**config.mk**
```make
export PLATFORM = sky130hd
export DESIGN_NAME = data_bus_arbiter
export DESIGN_NICKNAME = d
export VERILOG_FILES = /design/src/rtl/ctrl_pkg.sv /design/src/rtl/rr_picker.sv /design/src/rtl/data_bus_arbiter.sv
export SDC_FILE = /design/constraint.sdc
export NUM_CORES = 1
export LEC_CHECK = 0
export CORE_MARGIN = 1
export CORE_UTILIZATION = 45
export CTS_BUF_LIST = sky130_fd_sc_hd__clkbuf_8
export DETAILED_ROUTE_END_ITERATION = 10
export PLACE_DENSITY_LB_ADDON = 0.1
export SLEW_MARGIN = 20
export SYNTH_ARGS = -nofsm -noshare
export SYNTH_HDL_FRONTEND = slang
export SYNTH_SLANG_ARGS = --single-unit
```
**constraint.sdc**
```tcl
create_clock -name clk -period 4.5 [get_ports clk]
set_clock_uncertainty 0.05 [all_clocks]
set_input_delay 0.9 -clock clk [delete_from_list [all_inputs] [get_ports clk]]
set_output_delay 0.9 -clock clk [all_outputs]
set_load 0.02 [all_outputs]
```
**src/rtl/ctrl_pkg.sv**
```systemverilog
// Shared control definitions for the accelerator bus arbiter and request scheduler.
// No logic: arbiter state encoding, source index map and default widths.
// Consumers pull these in with import ctrl_pkg::*.
package ctrl_pkg;

    typedef enum logic [1:0] {
        IDLE = 2'd0,
        XFER = 2'd1,
        DONE = 2'd2
    } arb_state_t;

    localparam int SRC_SPI  = 0;
    localparam int SRC_AES  = 1;
    localparam int SRC_SHA  = 2;
    localparam int NUM_SRC  = 3;

    // Burst-length field width; a field value of 0 means 2**DEF_LENW bytes.
    localparam int DEF_LENW = 6;

endpackage

```
**src/rtl/rr_picker.sv**
```systemverilog
// Round-robin picker: first set req bit scanning upward from last+1, wrapping.
// Latency: purely combinational.
// Backpressure: none; win_vld low when no request is pending.
module rr_picker #(
    parameter int NUM_REQ = 3,
    parameter int IDXW    = (NUM_REQ > 1) ? $clog2(NUM_REQ) : 1
) (
    input  logic [NUM_REQ-1:0] req,
    input  logic [IDXW-1:0]    last,
    output logic [IDXW-1:0]    win_idx,
    output logic               win_vld
);

    logic [IDXW-1:0] cand_idx;

    always_comb begin
        win_idx  = '0;
        win_vld  = 1'b0;
        cand_idx = '0;
        // Offsets 1..NUM_REQ put the previous owner last in line.
        for (int i = 1; i <= NUM_REQ; i++) begin
            cand_idx = IDXW'((int'(last) + i) % NUM_REQ);
            if (!win_vld && req[cand_idx]) begin
                win_vld = 1'b1;
                win_idx = cand_idx;
            end
        end
    end

endmodule

```
**src/rtl/data_bus_arbiter.sv**
```systemverilog
// Burst-granular round-robin arbiter for the shared 8-bit accelerator data bus.
// Latency: grant 1 cycle after req while idle; bytes pass through combinationally; ack 1 cycle after last beat.
// Backpressure: bus_ready is forwarded to the owner's src_ready only; a beat stalls (count held) while it is low.
module data_bus_arbiter
    import ctrl_pkg::*;
#(
    parameter int NUM_REQ = 3,
    parameter int LENW    = DEF_LENW
) (
    input  logic                    clk,
    input  logic                    rst_n,
    input  logic [NUM_REQ-1:0]      req,
    input  logic [NUM_REQ*LENW-1:0] req_len,
    input  logic [NUM_REQ*8-1:0]    src_data,
    input  logic [NUM_REQ-1:0]      src_valid,
    output logic [NUM_REQ-1:0]      src_ready,
    output logic [NUM_REQ-1:0]      grant,
    output logic [NUM_REQ-1:0]      ack,
    output logic [7:0]              data_bus_out,
    output logic                    data_bus_valid,
    input  logic                    bus_ready,
    output logic                    busy
);

    localparam int IDXW = (NUM_REQ > 1) ? $clog2(NUM_REQ) : 1;

    arb_state_t         state, state_nxt;
    logic [NUM_REQ-1:0] grant_nxt, ack_nxt;
    logic [LENW-1:0]    cnt, cnt_nxt;
    logic [IDXW-1:0]    owner, owner_nxt;
    logic [IDXW-1:0]    last, last_nxt;
    logic [IDXW-1:0]    win_idx;
    logic               win_vld;
    logic               in_xfer;
    logic               beat;
    logic [7:0]         data_arr [NUM_REQ];
    logic [LENW-1:0]    len_arr  [NUM_REQ];

    for (genvar i = 0; i < NUM_REQ; i++) begin : g_unpack
        assign data_arr[i] = src_data[i*8 +: 8];
        assign len_arr[i]  = req_len[i*LENW +: LENW];
    end

    rr_picker #(
        .NUM_REQ (NUM_REQ),
        .IDXW    (IDXW)
    ) u_rr_picker (
        .req     (req),
        .last    (last),
        .win_idx (win_idx),
        .win_vld (win_vld)
    );

    assign in_xfer = (state == XFER);
    assign beat    = in_xfer & src_valid[owner] & bus_ready;
    assign busy    = (state != IDLE);

    always_comb begin
        data_bus_out   = 8'h00;
        data_bus_valid = 1'b0;
        src_ready      = '0;
        if (in_xfer) begin
            data_bus_out     = data_arr[owner];
            data_bus_valid   = src_valid[owner];
            src_ready[owner] = bus_ready;
        end
    end

    always_comb begin
        state_nxt = state;
        grant_nxt = grant;
        ack_nxt   = '0;
        cnt_nxt   = cnt;
        owner_nxt = owner;
        last_nxt  = last;
        case (state)
            IDLE: begin
                if (win_vld) begin
                    state_nxt = XFER;
                    grant_nxt = NUM_REQ'(1) << win_idx;
                    owner_nxt = win_idx;
                    cnt_nxt   = len_arr[win_idx];
                end
            end
            XFER: begin
                // A zero length wraps to all-ones here, giving 2**LENW beats.
                if (beat) begin
                    cnt_nxt = cnt - LENW'(1);
                    if (cnt == LENW'(1)) begin
                        state_nxt = DONE;
                        grant_nxt = '0;
                        ack_nxt   = NUM_REQ'(1) << owner;
                        last_nxt  = owner;
                    end
                end
            end
            DONE: begin
                state_nxt = IDLE;
            end
            default: begin
                state_nxt = IDLE;
                grant_nxt = '0;
            end
        endcase
    end

    always_ff @(posedge clk or negedge rst_n) begin
        if (!rst_n) begin
            state <= IDLE;
            grant <= '0;
            ack   <= '0;
            cnt   <= '0;
            owner <= '0;
            last  <= IDXW'(NUM_REQ - 1);
        end else begin
            state <= state_nxt;
            grant <= grant_nxt;
            ack   <= ack_nxt;
            cnt   <= cnt_nxt;
            owner <= owner_nxt;
            last  <= last_nxt;
        end
    end

endmodule

```
======== Word level (Yosys, flattened, before mapping) ========
Cells that the tools add are included.
cells by class
  bitwise gates (word level) .............. 6
  div/mod/pow operators ................... 3
  add/subtract/negate cells ............... 4
  equality and inequality tests ........... 6
  reduce and logical (&&, ||, !) cells .... 13
  order comparisons ....................... 7
  mux-type cells .......................... 39
  shift operators ......................... 2
operator list
  cell                   count
  $mod 32x3->32 const B  3
  $mux 6                 4
  $mux 8                 3
  $mux 3                 7
  $bmux 8 s2             1
  $bmux 6 s2             1
  $lt 2x3->1 const B     4
  $mux 2                 6
  $pmux 6 s2             1
  $mux 1                 9
  $pmux 3 s3             1
  $reduce_and 3->1       3
  $bmux 1 s2             4
  $add 2x2->3 const B    2
  $eq 6x1->1 const B     1
  $ge 3x3->1 const B     2
  $ne 2x1->1 const B     3
  $not 2->3              2
  $shl 1x2->3 const A    2
  $sub 6x1->6 const B    1
  $pmux 2 s2             1
  $reduce_and 4->1       1
  $reduce_bool 2->1      2
  $add 2x1->3 const B    1
  11 further kinds       15
word-level totals
  output and inout bits ................... 19
  bits of input ports ..................... 51
  logic and storage cells ................. 86
  register bits after elaboration ......... 18

======== Longest topological paths before layout ========
  depth after elaboration ................. 17
  gate-level depth with buffers ........... 9
  mapped depth without buffers ............ 8

======== Hierarchy ========
From an unflattened synthesis, not the netlist that was laid out.
second synthesis, totals
  cell total of the unflattened synthesis .. 164
  area total of the unflattened synthesis .. 1497.7 sq um
modules (own cells, without submodules)
  module            area an instance (sq um)  seq. area each (sq um)  cells an instance  times used
  data_bus_arbiter  1366.3                    451.7                   144                1
  rr_picker         131.4                     0.0                     20                 1

======== Worst setup path before layout ========
No wires, ideal clock.
  path type ............................... input port to output port
  start ................................... input bus_ready
  end ..................................... output src_ready[0]
  data required time ...................... 3.550 ns
  slack ................................... 2.030 ns
  path buffers ............................ 0
  arrival ................................. 1.520 ns
  stages .................................. 2
  cells stage by stage .................... nand3b_1 -> nor3_1
between the ends
  cells in the longest elaborated chain, start to end .. 2
RTL lines
  element                       RTL line                RTL
  start: declaration            data_bus_arbiter.sv:21  input logic bus_ready,
  $and 3x3->3 (no source line)  -
  $mux 3                        data_bus_arbiter.sv:62  if (in_xfer) begin
  end: declaration              data_bus_arbiter.sv:16  output logic [NUM_REQ-1:0] src_ready,
No other way between the ends.

======== Worst setup path in the final report ========
  start ................................... register owner[1]
  end ..................................... output data_bus_valid
between the ends
  cells in the longest elaborated chain, start to end .. 3
RTL lines
  element                       RTL line                 RTL
  start: declaration            data_bus_arbiter.sv:30   logic [IDXW-1:0] owner, owner_nxt;
  start signal: assignment      data_bus_arbiter.sv:120  owner <= owner_nxt;
  $bmux 1 s2                    data_bus_arbiter.sv:64   data_bus_valid = src_valid[owner];
  $mux 1 (implied by the code)  data_bus_arbiter.sv:64
  $mux 1                        data_bus_arbiter.sv:62
  end: declaration              data_bus_arbiter.sv:20   output logic data_bus_valid,
No other way between the ends. The select of a mux whose other input is x is not followed.

==> results.sh <==
export IMPL_critPathMaxStageDelay_ps=640
export IMPL_setup_tns_ps=0
export IMPL_seq_area_frac_synth_pct=30.80
export IMPL_r2r_cells=8
export IMPL_gp_congestion=0.7531
export IMPL_ys_types=41
export IMPL_ctsHoldBuffers=0
export IMPL_grtUsageTotal_pct=24.56
export IMPL_ir_drop_v=0.0003480
export IMPL_start_util_pct=47.64
export IMPL_numPortBuffers=69
export IMPL_syn_area_um2=1466
export IMPL_worst_ep_arrival_time_ps=2440
export IMPL_first_pass_iters=4
export IMPL_vias=1533
export IMPL_finalSetupViolCount=0
export IMPL_drt_iter0_drc=129
export IMPL_nNetsFinal=301
export IMPL_rows=20
export IMPL_ys_flop_type="dfrtp_1"
export IMPL_p_leak_uw=0.0009948
export IMPL_clockBufferDepth=2
export IMPL_synth_top_cell_by_area="dfrtp_1"
export IMPL_clk_pin_slew_ps=70
export IMPL_synthAdderAreaFrac_pct=5.119
export IMPL_coreArea_um2=3078
export IMPL_path_cells="nor2b_1 -> a2bb2oi_1 -> nor2_1 -> clkdlybuf4s50_1"
export IMPL_cp_slowest_cell="dfrtp_1"
export IMPL_synth_top_area_share_pct=29.01
export IMPL_p_clk_share_pct=10.2
export IMPL_combPwrFrac_pct=65.5
export IMPL_ys_warnings_count=0
export IMPL_status="completed"
export IMPL_ctsRootBufferMaster="clkbuf_8"
export IMPL_synth_async_reset_ratio_pct=100.0
export IMPL_synth_most_common_cell="nor2_1"
export IMPL_cp_max_fo=16
export IMPL_die_area_um2=3491
export IMPL_max_cap_violations=0
export IMPL_tightest_slew_ps=793.3
export IMPL_n_fill_cell=260
export IMPL_grt_pass1_vias=1477
export IMPL_synth_area_leaders="dfrtp_1, mux2i_1, nor2_1, ha_1, a21oi_1"
export IMPL_route_detailed_drc=0
export IMPL_routed_wirelength_mm=3.949
export IMPL_rsz0062_at_grt="false"
export IMPL_endpoint="data_bus_valid"
export IMPL_synth_top_cells_by_count="nor2_1, mux2i_1, dfrtp_1"
export IMPL_p_sw_uw=566.2
export IMPL_synth_top_family_by_area="simple AND/OR/NAND/NOR gates"
export IMPL_cts_resized=0
export IMPL_min_period_over_period_pct=75.37
export IMPL_reg2reg_to="cnt[1]"
export IMPL_grt_max_degree=19
export IMPL_synth_seq_cells=18
export IMPL_cts_htree_levels=1
export IMPL_viasPerCell=5.341
export IMPL_antenna_cells=0
export IMPL_syn_inst=178
export IMPL_area_growth_pct=52.05
export IMPL_grt_pass1_wl_mm=6.520
export IMPL_power_uw=1260
export IMPL_clock_sinks=18
export IMPL_fin_crit_ps=3392
export IMPL_dpl_hpwl_mm=3.226
export IMPL_fin_util_pct=72.44
export IMPL_grt_overflow=0
export IMPL_antenna_found_initial=0
export IMPL_cp_end_kind="primary output"
export IMPL_cts_made_buffers=3
export IMPL_post_cts_setup_buffers=0
export IMPL_worstSkewPairLatency_ps=250
export IMPL_syn_avg_cell_area_um2=8.238
export IMPL_synth_nets=235
export IMPL_synth_edf_count=0
export IMPL_io_pin_count=70
export IMPL_sw_frac_of_total_pct=44.95
export IMPL_die_w_um=59.09
export IMPL_synth_mux_area_share_pct=13.05
export IMPL_synth_xor_area_share_pct=0.5973
export IMPL_path_class="reg -> out"
export IMPL_r2r_setup_slack_ps=1920
export IMPL_cell_internal_pwr_uw=693.4
export IMPL_wl_per_cell_um=13.76
export IMPL_r2r_start="last[1]"
export IMPL_cts_tree="built"
export IMPL_maxSlewViolCount=0
export IMPL_die_h_um=59.09
export IMPL_hold_viol=0
export IMPL_power_density_nw_per_um2=564.9
export IMPL_relSlewSlack_pct=46.95
export IMPL_synth_simple_gate_area_share_pct=23.98
export IMPL_ant_nets=0
export IMPL_layout_drive_gt1_share_pct=4.527
export IMPL_seq_power_share_pct=24.3
export IMPL_max_freq_ghz=0.2948
export IMPL_hold_path_class="reg -> reg"
export IMPL_critPathLaunchType="flop"
export IMPL_startpoint="owner[1]"
export IMPL_synth_compound_area_share_pct=20.82
export IMPL_critical_path_required_ps=3550
==> area by class of cell <==
class | instances | area (um2) | share of cell area [%]
clock buffers | 4 | 55.05 | 2.469
inverters | 10 | 37.54 | 1.684
multi-input cells | 141 | 932.1 | 41.81
flip-flops and latches | 18 | 451.7 | 20.26
well taps | 44 | 55.05 | 2.469
repair buffers | 70 | 698.2 | 31.31
==> kinds of logic (layout without fill, tap and decap cells) <==
group / after synthesis / count (layout)
simple gates: 72 / 72
flops: 18 / 18
buf+inv: 19 / 84
compound gates: 43 / 43
mux: 19 / 19
xor+xnor: 1 / 1
fa+ha+maj: 6 / 6
==> critical path, delay by kind of cell, from the launching register on <==
kind	cells	cell delay (ps)
AOI/OAI and AO/OA	1	220
DFF	1	640
and+or+nand+nor	2	700
buffers and inverters	1	630
==> stage by stage <==
step	worst slack, ps	hold WS, ps	area (um2)	cells
CTS	1126	460.7	2230	287
detailed placement	1161	440.9	2175	283
global route	897.6	488.0	2230	287
floorplan	2030	432.8	1466	178
global placement	1186	434.5	2175	283
finish	1108	458.7	2230	287
==> metal layers <==
layer  global-route usage [%]  part of all wire, %  vias up
met2                    42.53                   48       69
met1                    30.60                   42      696
li1                         -                    -      764
met4                    7.823                 0.81        0
met5                        0                    0        -
met3                    5.022                  8.5        4
==> power groups by stage <==
| stage | Clock, uW | Combinational [uW] | Sequential, uW |
|---|---|---|---|
| final | 128 | 825 | 306 |
| after global placement | 0 | 795 | 302 |
| after global routing | 138 | 909 | 316 |
| after detailed placement | 0 | 821 | 307 |
| after CTS | 130 | 827 | 304 |
| after floorplan | 0 | 580 | 277 |
==> state kept, by name, summed over array words and instances, names as in the netlist <==
register / flops
owner: 2
ack: 3
cnt: 6
grant: 3
state: 2
last: 2
==> worst min path at each step <==
stage	endpoint	slack (ps)	cells after the start	from
2_1_floorplan	cnt[1]	430	1	cnt[1]
3_5_place_dp	grant[1]	440	1	grant[1]
3_3_place_gp	grant[2]	430	1	grant[2]
6_report	grant[0]	460	1	grant[0]
5_1_grt	grant[2]	490	1	grant[2]
4_1_cts	grant[1]	460	1	grant[1]
==> cells in the final DEF (no fill, tap or decap), types with 2 or more instances in the layout <==
cell type / instances
ha_1: 6
nor2_1: 37
a21o_1: 4
nand2b_1: 8
nand3_1: 4
nand3b_1: 4
clkbuf_8: 4
inv_1: 9
nor3_1: 5
mux2i_1: 18
a211oi_1: 2
o211ai_1: 2
nand2_1: 4
o21ai_0: 8
a211o_1: 6
a21oi_1: 11
nand4b_1: 2
clkdlybuf4s50_1: 69
o2bb2ai_1: 2
dfrtp_1: 17
Note: power is estimated with default switching activity, not from simulation.
